**config.mk**
```make
export PLATFORM = sky130hd
export DESIGN_NAME = spi_eeprom_responder
export DESIGN_NICKNAME = d
export VERILOG_FILES = /design/src/rtl/eeprom_pkg.sv /design/src/rtl/spi_in_sync.sv /design/src/rtl/spi_eeprom_responder.sv
export SDC_FILE = /design/constraint.sdc
export NUM_CORES = 2
export LEC_CHECK = 0
export ABC_CLOCK_PERIOD_IN_PS = 6000
export CAP_MARGIN = 0
export CORE_MARGIN = 4
export CORE_UTILIZATION = 30
export CTS_CLUSTER_DIAMETER = 30
export DETAILED_ROUTE_END_ITERATION = 8
export PLACE_DENSITY = 0.55
export SLEW_MARGIN = 25
export SYNTH_ARGS = -nofsm -noshare
export SYNTH_HDL_FRONTEND = slang
export SYNTH_SLANG_ARGS = --single-unit
```
**constraint.sdc**
```tcl
create_clock -name clk -period 6 [get_ports clk]
set_clock_uncertainty 0.2 [all_clocks]
set_input_delay 1.2 -clock clk [delete_from_list [all_inputs] [get_ports clk]]
set_output_delay 1.2 -clock clk [all_outputs]
set_load 0.1 [all_outputs]
```
**src/rtl/eeprom_pkg.sv**
```systemverilog
// Shared opcodes, status bit positions and FSM states for the SPI EEPROM responder.
package eeprom_pkg;

  localparam logic [7:0] OP_WREN  = 8'h06;
  localparam logic [7:0] OP_WRDI  = 8'h04;
  localparam logic [7:0] OP_RDSR  = 8'h05;
  localparam logic [7:0] OP_READ  = 8'h03;
  localparam logic [7:0] OP_WRITE = 8'h02;

  localparam int ST_WIP = 0;
  localparam int ST_WEL = 1;

  typedef enum logic [2:0] {
    S_IDLE,
    S_OPC,
    S_ADDR,
    S_RDATA,
    S_RDSR,
    S_WDATA,
    S_IGNORE
  } state_e;

endpackage

```
**src/rtl/spi_in_sync.sv**
```systemverilog
// Two-flop synchronisers for CS/SCK/MOSI plus edge detection on CS and SCK.
// Edges are taken between the second sync stage and one extra history flop,
// so MOSI (two stages) stays aligned with the detected SCK edge.
module spi_in_sync (
  input  logic clk,
  input  logic rst,
  input  logic cs_i,
  input  logic sck_i,
  input  logic din_i,
  output logic cs_fall_o,
  output logic cs_rise_o,
  output logic sck_rise_o,
  output logic sck_fall_o,
  output logic din_o
);

  logic [2:0] cs_q, cs_d;
  logic [2:0] sck_q, sck_d;
  logic [1:0] din_q, din_d;

  // Shift each raw input into its synchroniser chain.
  always_comb begin
    cs_d  = {cs_q[1:0], cs_i};
    sck_d = {sck_q[1:0], sck_i};
    din_d = {din_q[0], din_i};
  end

  // Chains reset to the bus idle levels (CS high, SCK low) to avoid false edges.
  always_ff @(posedge clk or posedge rst) begin
    if (rst) begin
      cs_q  <= 3'b111;
      sck_q <= 3'b000;
      din_q <= 2'b00;
    end else begin
      cs_q  <= cs_d;
      sck_q <= sck_d;
      din_q <= din_d;
    end
  end

  assign cs_fall_o  = cs_q[2] & ~cs_q[1];
  assign cs_rise_o  = ~cs_q[2] & cs_q[1];
  assign sck_rise_o = ~sck_q[2] & sck_q[1];
  assign sck_fall_o = sck_q[2] & ~sck_q[1];
  assign din_o      = din_q[1];

endmodule

```
**src/rtl/spi_eeprom_responder.sv**
```systemverilog
// SPI mode-0 responder emulating a 25xx-class EEPROM backed by a byte array.
// Handshake: wr_pulse is a single-cycle strobe; wr_addr/wr_data are valid in
// that cycle and hold their last value afterwards. There is no backpressure.
module spi_eeprom_responder
  import eeprom_pkg::*;
#(
  parameter int ADDR_W = 8,
  parameter int PAGE_W = 4,
  parameter int T_WC   = 0
) (
  input  logic              clk,
  input  logic              rst,
  input  logic              spi_cs,
  input  logic              spi_sck,
  input  logic              spi_din,
  output logic              spi_dout,
  output logic              spi_dout_oe,
  output logic              wr_pulse,
  output logic [ADDR_W-1:0] wr_addr,
  output logic [7:0]        wr_data,
  output logic [7:0]        status,
  input  logic [ADDR_W-1:0] host_addr,
  output logic [7:0]        host_rdata
);

  localparam int DEPTH = 1 << ADDR_W;
  // Shift register plus incoming bit must cover both an opcode and the implemented address bits.
  localparam int SI_W = (ADDR_W > 8) ? ADDR_W : 8;
  localparam logic [ADDR_W-1:0] PAGE_MASK = ADDR_W'((1 << PAGE_W) - 1);
  localparam logic [15:0] WC_LOAD = 16'(T_WC);

  logic cs_fall, cs_rise, sck_rise, sck_fall, din_s;

  spi_in_sync u_sync (
    .clk        (clk),
    .rst        (rst),
    .cs_i       (spi_cs),
    .sck_i      (spi_sck),
    .din_i      (spi_din),
    .cs_fall_o  (cs_fall),
    .cs_rise_o  (cs_rise),
    .sck_rise_o (sck_rise),
    .sck_fall_o (sck_fall),
    .din_o      (din_s)
  );

  state_e            state_q, state_d;
  logic [3:0]        bit_cnt_q, bit_cnt_d;
  logic [SI_W-2:0]   shift_q, shift_d;
  logic [ADDR_W-1:0] ptr_q, ptr_d;
  logic              wel_q, wel_d;
  logic              wip_q, wip_d;
  logic [15:0]       wip_cnt_q, wip_cnt_d;
  logic              is_wr_q, is_wr_d;
  logic              wrote_q, wrote_d;
  logic [6:0]        tx_sh_q, tx_sh_d;
  logic [2:0]        tx_cnt_q, tx_cnt_d;
  logic              dout_q, dout_d;
  logic              oe_q, oe_d;
  logic              wr_pulse_q, wr_pulse_d;
  logic [ADDR_W-1:0] wr_addr_q, wr_addr_d;
  logic [7:0]        wr_data_q, wr_data_d;
  logic [7:0]        host_rdata_q;

  logic [7:0]        mem [DEPTH];
  logic              mem_we;
  logic [ADDR_W-1:0] mem_waddr;
  logic [7:0]        mem_wdata;

  logic [SI_W-1:0]   shift_in;
  logic [7:0]        byte_in;
  logic [7:0]        status_w;
  logic [7:0]        load_byte;

  assign shift_in = {shift_q, din_s};
  assign byte_in  = shift_in[7:0];

  // Status byte and the next byte to serialise on MISO (status or array data).
  always_comb begin
    status_w         = '0;
    status_w[ST_WEL] = wel_q;
    status_w[ST_WIP] = wip_q;
    load_byte        = (state_q == S_RDSR) ? status_w : mem[ptr_q];
  end

  // Next-state and datapath logic: command decode, address capture, read/write phases.
  always_comb begin
    state_d    = state_q;
    bit_cnt_d  = bit_cnt_q;
    shift_d    = shift_q;
    ptr_d      = ptr_q;
    wel_d      = wel_q;
    wip_d      = wip_q;
    wip_cnt_d  = wip_cnt_q;
    is_wr_d    = is_wr_q;
    wrote_d    = wrote_q;
    tx_sh_d    = tx_sh_q;
    tx_cnt_d   = tx_cnt_q;
    dout_d     = dout_q;
    wr_pulse_d = 1'b0;
    wr_addr_d  = wr_addr_q;
    wr_data_d  = wr_data_q;
    mem_we     = 1'b0;
    mem_waddr  = ptr_q;
    mem_wdata  = byte_in;

    // Write-cycle busy countdown runs independently of the bus.
    if (wip_q) begin
      if (wip_cnt_q <= 16'd1) begin
        wip_d     = 1'b0;
        wip_cnt_d = '0;
      end else begin
        wip_cnt_d = wip_cnt_q - 16'd1;
      end
    end

    if (cs_fall) begin
      bit_cnt_d = '0;
      shift_d   = '0;
    end else if (sck_rise) begin
      bit_cnt_d = bit_cnt_q + 4'd1;
      shift_d   = shift_in[SI_W-2:0];
    end

    case (state_q)
      S_IDLE: begin
        if (cs_fall) begin
          state_d  = S_OPC;
          wrote_d  = 1'b0;
          tx_cnt_d = '0;
        end
      end
      S_OPC: begin
        if (sck_rise && bit_cnt_q == 4'd7) begin
          bit_cnt_d = '0;
          if (wip_q && byte_in != OP_RDSR) begin
            state_d = S_IGNORE;
          end else begin
            case (byte_in)
              OP_WREN: begin
                wel_d   = 1'b1;
                state_d = S_IGNORE;
              end
              OP_WRDI: begin
                wel_d   = 1'b0;
                state_d = S_IGNORE;
              end
              OP_RDSR: begin
                state_d  = S_RDSR;
                tx_cnt_d = '0;
              end
              OP_READ: begin
                state_d = S_ADDR;
                is_wr_d = 1'b0;
              end
              OP_WRITE: begin
                state_d = wel_q ? S_ADDR : S_IGNORE;
                is_wr_d = 1'b1;
              end
              default: state_d = S_IGNORE;
            endcase
          end
        end
      end
      S_ADDR: begin
        if (sck_rise && bit_cnt_q == 4'd15) begin
          bit_cnt_d = '0;
          ptr_d     = shift_in[ADDR_W-1:0];
          tx_cnt_d  = '0;
          state_d   = is_wr_q ? S_WDATA : S_RDATA;
        end
      end
      S_RDATA, S_RDSR: begin
        // A new byte is fetched on the first fall of each 8-bit group.
        if (sck_fall) begin
          if (tx_cnt_q == 3'd0) begin
            dout_d  = load_byte[7];
            tx_sh_d = load_byte[6:0];
            if (state_q == S_RDATA) ptr_d = ptr_q + ADDR_W'(1);
          end else begin
            dout_d  = tx_sh_q[6];
            tx_sh_d = {tx_sh_q[5:0], 1'b0};
          end
          tx_cnt_d = tx_cnt_q + 3'd1;
        end
      end
      S_WDATA: begin
        if (sck_rise && bit_cnt_q == 4'd7) begin
          bit_cnt_d  = '0;
          mem_we     = 1'b1;
          wr_pulse_d = 1'b1;
          wr_addr_d  = ptr_q;
          wr_data_d  = byte_in;
          wrote_d    = 1'b1;
          ptr_d      = (ptr_q & ~PAGE_MASK) | ((ptr_q + ADDR_W'(1)) & PAGE_MASK);
        end
      end
      S_IGNORE: ;
      default: state_d = S_IDLE;
    endcase

    // CS rise ends the frame and wins over any byte completing in the same cycle.
    if (cs_rise) begin
      state_d    = S_IDLE;
      dout_d     = 1'b0;
      mem_we     = 1'b0;
      wr_pulse_d = 1'b0;
      wr_addr_d  = wr_addr_q;
      wr_data_d  = wr_data_q;
      ptr_d      = ptr_q;
      wel_d      = wel_q;
      if (state_q == S_WDATA && wrote_q) begin
        wel_d = 1'b0;
        if (T_WC > 0) begin
          wip_d     = 1'b1;
          wip_cnt_d = WC_LOAD;
        end
      end
    end

    oe_d = (state_d == S_RDATA) || (state_d == S_RDSR);
  end

  // Control and datapath registers.
  always_ff @(posedge clk or posedge rst) begin
    if (rst) begin
      state_q    <= S_IDLE;
      bit_cnt_q  <= '0;
      shift_q    <= '0;
      ptr_q      <= '0;
      wel_q      <= 1'b0;
      wip_q      <= 1'b0;
      wip_cnt_q  <= '0;
      is_wr_q    <= 1'b0;
      wrote_q    <= 1'b0;
      tx_sh_q    <= '0;
      tx_cnt_q   <= '0;
      dout_q     <= 1'b0;
      oe_q       <= 1'b0;
      wr_pulse_q <= 1'b0;
      wr_addr_q  <= '0;
      wr_data_q  <= '0;
    end else begin
      state_q    <= state_d;
      bit_cnt_q  <= bit_cnt_d;
      shift_q    <= shift_d;
      ptr_q      <= ptr_d;
      wel_q      <= wel_d;
      wip_q      <= wip_d;
      wip_cnt_q  <= wip_cnt_d;
      is_wr_q    <= is_wr_d;
      wrote_q    <= wrote_d;
      tx_sh_q    <= tx_sh_d;
      tx_cnt_q   <= tx_cnt_d;
      dout_q     <= dout_d;
      oe_q       <= oe_d;
      wr_pulse_q <= wr_pulse_d;
      wr_addr_q  <= wr_addr_d;
      wr_data_q  <= wr_data_d;
    end
  end

  // Byte array write port; contents are deliberately not reset.
  always_ff @(posedge clk) begin
    if (mem_we) mem[mem_waddr] <= mem_wdata;
  end

  // Backdoor read port; a same-cycle commit to the same address returns the old byte.
  always_ff @(posedge clk or posedge rst) begin
    if (rst) host_rdata_q <= '0;
    else     host_rdata_q <= mem[host_addr];
  end

  assign spi_dout    = dout_q;
  assign spi_dout_oe = oe_q;
  assign wr_pulse    = wr_pulse_q;
  assign wr_addr     = wr_addr_q;
  assign wr_data     = wr_data_q;
  assign status      = status_w;
  assign host_rdata  = host_rdata_q;

endmodule

```
# == Word level (Yosys, flattened, before mapping) ==
# Memory sizes are Yosys's and may differ from the RTL's. A register that Yosys moved wholly into a read port is not among the register bits.
# Cells that the tools add are included.
# totals
inputBits,13
mem_bits_rw,2048
romBits,0
wordCells,144
latchBits,0
n_memories,1
ff_bits,79
output_inout_bits,35
# classes
add_sub_neg,4
mul,0
bitwise_logic,11
mux,53
eq_ne,27
order_cmp,1
shifts,0
n_div,0
reduce_logical,28
# mem_list
name,words,word_bits,read_ports,rd_ports_with_merged_regs,wr,line,text
mem,256,8,2,1,1,spi_eeprom_responder.sv:65,logic [7:0] mem [DEPTH];
# op_table
cell,n
$mux 8,6
$mux 3,13
$eq 8x3->1 const B,3
$pmux 3 s4,2
$pmux 8 s3,1
$mux 7,3
$ne 2x2->1 const B,10
$mux 1,18
$eq 8x2->1 const B,2
$le 16x1->1 const B,1
$mux 16,1
$mux 4,4
$sub 16x1->16 const B,1
$reduce_and 7->1,2
$reduce_bool 2->1,7
$eq 3x3->1 const B,4
$eq 3x2->1 const B,3
$pmux 3 s3,1
$add 8x1->8 const B,1
$ne 8x3->1 const B,1
$or 8x4->8,1
$pmux 4 s2,1
$logic_not 3->1,2
$not 1->1,6
other kinds (18),30

# == Logic depth before layout (Yosys ltp) ==
# logic_depth
ltp_word,8
mapped_depth,13
depth_no_buf,9

# == Hierarchy ==
# A second synthesis with hierarchy kept.
# unflattened
cells_unflattened,4912
hier_area_um2,99474.2
# by_module_without_submodules
module,n_inst,seq_area_each_um2,area_each_um2,cells_per_inst
spi_eeprom_responder,1,63475.9,99231.4,4899
spi_in_sync,1,203.9,242.7,13

# == Least setup slack after synthesis ==
# OpenSTA, ideal clock, no wires.
# synth_timing
path_kind,register -> register
start,register shift_q[0]
end,"register oe_q, in the netlist spi_dout_oe"
path_stages_with_launch,7
t_required_ns,5.680
arrival_time_ns,4.624
path_buffers,0
slack_ns,1.057
period_less_slack_ns,4.943
setup_time_ns,0.120
cell_sequence,dfrtp_1 or3b_2 o311a_1 o31ai_1 nor2_1 mux2i_1 nor2_1
# synth_via
elab_chain_len,8
word_cells_on_any_way,13
classes_between,6 x eq/ne; 5 x mux; 2 x reduce/logical
# synth_rtl
element,line,text
start: declaration,spi_eeprom_responder.sv:49,"logic [SI_W-2:0] shift_q, shift_d;"
start signal: assignment,spi_eeprom_responder.sv:246,shift_q <= shift_d;
"$eq 8x2->1, or another cell as far along",spi_eeprom_responder.sv:139,case (byte_in)
$pmux 3 s3 or $logic_and 1x1->1 (tied branches),"spi_eeprom_responder.sv:139, spi_eeprom_responder.sv:136",
$mux 3 *,spi_eeprom_responder.sv:136,if (wip_q && byte_in != OP_RDSR) begin
$mux 3 *,spi_eeprom_responder.sv:134,if (sck_rise && bit_cnt_q == 4'd7) begin
$pmux 3 s4 *,spi_eeprom_responder.sv:125,case (state_q)
$mux 3 *,spi_eeprom_responder.sv:203,if (cs_rise) begin
$eq 3x2->1 or $eq 3x3->1 (tied branches),spi_eeprom_responder.sv:221,oe_d = (state_d == S_RDATA) || (state_d == S_RDSR);
$logic_or 1x1->1 *,spi_eeprom_responder.sv:221,
net oe_d,spi_eeprom_responder.sv:59,"logic oe_q, oe_d;"
end signal: assignment,spi_eeprom_responder.sv:239,oe_q <= 1'b0;
end signal: assignment,spi_eeprom_responder.sv:256,oe_q <= oe_d;
end: declaration,spi_eeprom_responder.sv:59,
# The timed path passes the listed nets; every way through them passes the cells marked *.
# A chain may end at the register's enable or synchronous reset.

# == Worst setup path after layout ==
# layout_timing
start,"register ptr_q[0], in the netlist mem_waddr[0]"
end,register tx_sh_q[4]
# layout_via
elab_chain_len,3
# layout_rtl
element,line,text
start: declaration,spi_eeprom_responder.sv:50,"logic [ADDR_W-1:0] ptr_q, ptr_d;"
start signal: assignment,spi_eeprom_responder.sv:247,ptr_q <= ptr_d;
$mem_v2 256x8,-,
$mux 8,spi_eeprom_responder.sv:83,load_byte = (state_q == S_RDSR) ? status_w : mem[ptr_q];
$mux 7,spi_eeprom_responder.sv:176,if (tx_cnt_q == 3'd0) begin
end signal: assignment,spi_eeprom_responder.sv:253,tx_sh_q <= tx_sh_d;
end: declaration,spi_eeprom_responder.sv:56,"logic [6:0] tx_sh_q, tx_sh_d;"
# No other way between the ends.

==> impl_metrics.env <==
export IMPL_critPathRequiredTime_ns=6.54
export IMPL_ctsResizeCount=0
export IMPL_nNetsFinal=5538
export IMPL_ys_ff_latch=2135
export IMPL_max_cap_viol_count=0
export IMPL_use_met3_pct=5.49
export IMPL_peakVddDrop_mv=0.252
export IMPL_cts_hold_buf=0
export IMPL_setup_viol=0
export IMPL_final_antenna_net_count=0
export IMPL_outcome="finished, final reports clean"
export IMPL_busiest_layer="met2"
export IMPL_portBuffers=41
export IMPL_r2r_start="mem_waddr[0]"
export IMPL_gr_total_overflow=0
export IMPL_reg2regPathDepth=8
export IMPL_crit_path_max_fanout=43
export IMPL_wl_um=358000
export IMPL_synthTopCellsByCount="edfxtp_1 (2048), mux4_2 (1179), nor2_1 (341)"
export IMPL_n_fill_cell=29700
export IMPL_worst_r2r_endpoint="tx_sh_q[4]"
export IMPL_cp_start_kind="flop"
export IMPL_path_class="flop to flop"
export IMPL_h_tree_depth=5
export IMPL_track_usage_pct=20.6
export IMPL_clock_path_buffers=4
export IMPL_crit_end="tx_sh_q[4]"
export IMPL_async_flop_share_pct=4.07
export IMPL_fin_setup_tns_ns=0
export IMPL_instances_no_fill=10300
export IMPL_ys_seq_area_share_pct=64.2
export IMPL_use_met1_pct=27.5
export IMPL_hold_class="flop to flop"
export IMPL_io_pins=48
export IMPL_crit_path_start="mem_waddr[0]"
export IMPL_synthCells=4924
export IMPL_syn_avg_cell_area_um2=20.2
export IMPL_row_count=210
export IMPL_syn2layout_area_growth_pct=25.5
export IMPL_cts_setup_buffers=0
export IMPL_synthDominantCellAreaShare_pct=62.0
export IMPL_dp_cells=9388
export IMPL_utilization_pct=37.9
export IMPL_dp_hpwl_um=238000
export IMPL_grt_pass1_vias=59800
export IMPL_drv_slew=0
export IMPL_ys_top_cells_by_area="edfxtp_1 (62%), mux4_2 (27%), dfrtp_1 (2.1%)"
export IMPL_grt_pass1_wl_um=492000
export IMPL_worst_slew_pin_slew_ns=1.27
export IMPL_ys_warn_count=0
export IMPL_wire_per_inst_um=34.9
export IMPL_syn_cell_area_mm2=0.0993
export IMPL_max_freq_ghz=0.210
export IMPL_antenna_found_initial=16
export IMPL_synth_edf_count=2048
export IMPL_powerDensity_mw_per_mm2=360
export IMPL_clk_latency_ns=0.96
export IMPL_die_w_um=583
export IMPL_vias_per_cell=5.79
export IMPL_yosysMostFrequentCell="edfxtp_1"
export IMPL_routabilityCongestion=0.963
export IMPL_cp_arrival_ns=5.30
export IMPL_ctsRootBufferMaster="clkbuf_16"
export IMPL_maxSlewHeadroom_pct=14.7
export IMPL_reg2reg_slack_ns=1.24
export IMPL_hold_viol_final=0
export IMPL_numCtsBuffers=470
export IMPL_min_period_over_period_pct=79.4
export IMPL_rsz0062_at_grt="no"
export IMPL_crit_path_end_kind="flop"
export IMPL_grt_max_degree=188
export IMPL_p_leak_nw=40.2
export IMPL_tritoncts="yes"
export IMPL_yosys_cell_types_count=72
export IMPL_vias=59500
export IMPL_core_mm2=0.328
export IMPL_yosys_most_used_dff="edfxtp_1"
export IMPL_drt_iter0_markers=8875
export IMPL_dieArea_mm2=0.340
export IMPL_grt_util_met2_pct=31.9
export IMPL_initial_utilization_pct=30.2
export IMPL_yosysTopAreaCell="edfxtp_1"
export IMPL_clk_pin_slew_ns=0.05
export IMPL_clock_sinks=2135
export IMPL_drive_above_1_share_pct=42.9
export IMPL_first_pass_iters=8
export IMPL_fin_crit_ns=4.76
export IMPL_drc=0
export IMPL_die_h_um=583
where the power goes:
part,total [mW],switching [mW],internal [mW]
sequential,16.4,0.0651,16.3
combinational,1.26,0.794,0.466
clock,27.2,8.61,18.6
total,44.8,9.47,35.4
cell type report:
cell class | instances | area [um^2] | share of cell area (%)
Sequential cell | 2135 | 63700 | 51.2
Multi-Input combinational cell | 2382 | 33900 | 27.2
Clock buffer | 538 | 12300 | 9.86
Tap cell | 4346 | 5440 | 4.36
Clock inverter | 338 | 4600 | 3.69
Timing Repair Buffer | 517 | 4570 | 3.67
Inverter | 10 | 47.5 | 0.0382
Antenna cell | 8 | 20.0 | 0.0161
cell usage in the layout, fill, tap and decap left out, types with 28 or more instances in the layout:
cell             instances
nor2_1                 338
o22ai_1                 59
mux2_2                  38
a21oi_1                 84
bufinv_16               91
buf_4                  431
clkdlybuf4s50_1         36
clkbuf_1                49
buf_12                  42
mux2i_1                 86
clkinv_2                70
edfxtp_1              2048
mux4_2                1179
clkinvlp_4              58
nand3_1                 29
dfrtp_1                 69
o21ai_0                 29
clkinv_1                43
a22oi_1                 92
clkbuf_16              477
nand2_1                107
clkinv_4                34
nand2b_1                28
worst max-delay path, stage by stage, from the launching register on:
cell	delay, ns
dfrtp_4	0.91
buf_12	0.38
mux4_2	0.58
mux2i_1	0.54
o22ai_1	0.25
nor4_1	0.92
nand2_1	0.14
nor4_1	0.38
a22oi_1	0.14
sequential cells by signal, summed over array words and instances (netlist names), 7 cells and up:
signal,flops
wip_cnt_q,16
mem,2048
wr_addr,8
tx_sh_q,7
shift_q,7
wr_data,8
host_rdata,8
mem_waddr,8
logic make-up (layout without fill, tap and decap cells):
kind of cell | after synthesis | after routing | synth area share [%]
AOI/OAI and AO/OA | 371 | 371 | 2.52
xor gates and xnor gates | 14 | 14 | 0.124
adders and majority gates | 9 | 9 | 0.113
buffers and inverters | 412 | 1403 | 1.88
DFF | 2135 | 2135 | 64.2
muxes | 1303 | 1303 | 28.0
other | 1 | 14 | 0.00378
and+or+nand+nor | 679 | 679 | 3.16
worst min path at each step:
| stage | end | from | slack, ns | cells after the start |
|---|---|---|---|---|
| after floorplan | u_sync.din_q[1] | u_sync.din_q[0] | 0.13 | 0 |
| after global placement | u_sync.din_q[1] | u_sync.din_q[0] | 0.15 | 0 |
| after detailed placement | u_sync.cs_q[1] | u_sync.cs_q[0] | 0.15 | 0 |
| after CTS | u_sync.cs_q[1] | u_sync.cs_q[0] | 0.13 | 0 |
| after global routing | u_sync.cs_q[1] | u_sync.cs_q[0] | 0.13 | 0 |
| final | u_sync.cs_q[1] | u_sync.cs_q[0] | 0.12 | 0 |
metrics by stage:
stage               setup WS (ns)  hold slack, ns  total power [mW]  cell area, um^2
floorplan                    1.06           0.131              17.4            99300
CTS                          1.50           0.132              45.1           124000
detailed placement          0.812           0.150              17.9           108000
finish                       1.24           0.125              44.8           125000
global placement            0.805           0.148              17.9           108000
global route                 1.22           0.131              46.0           125000
per-layer routing:
layer,share of wire [%],vias to the layer above
li1,-,22700
met1,39,32200
met2,46,3793
met3,11,718
met4,4.7,8
met5,0.016,-
No activity file was read; power rests on OpenSTA's default activity.
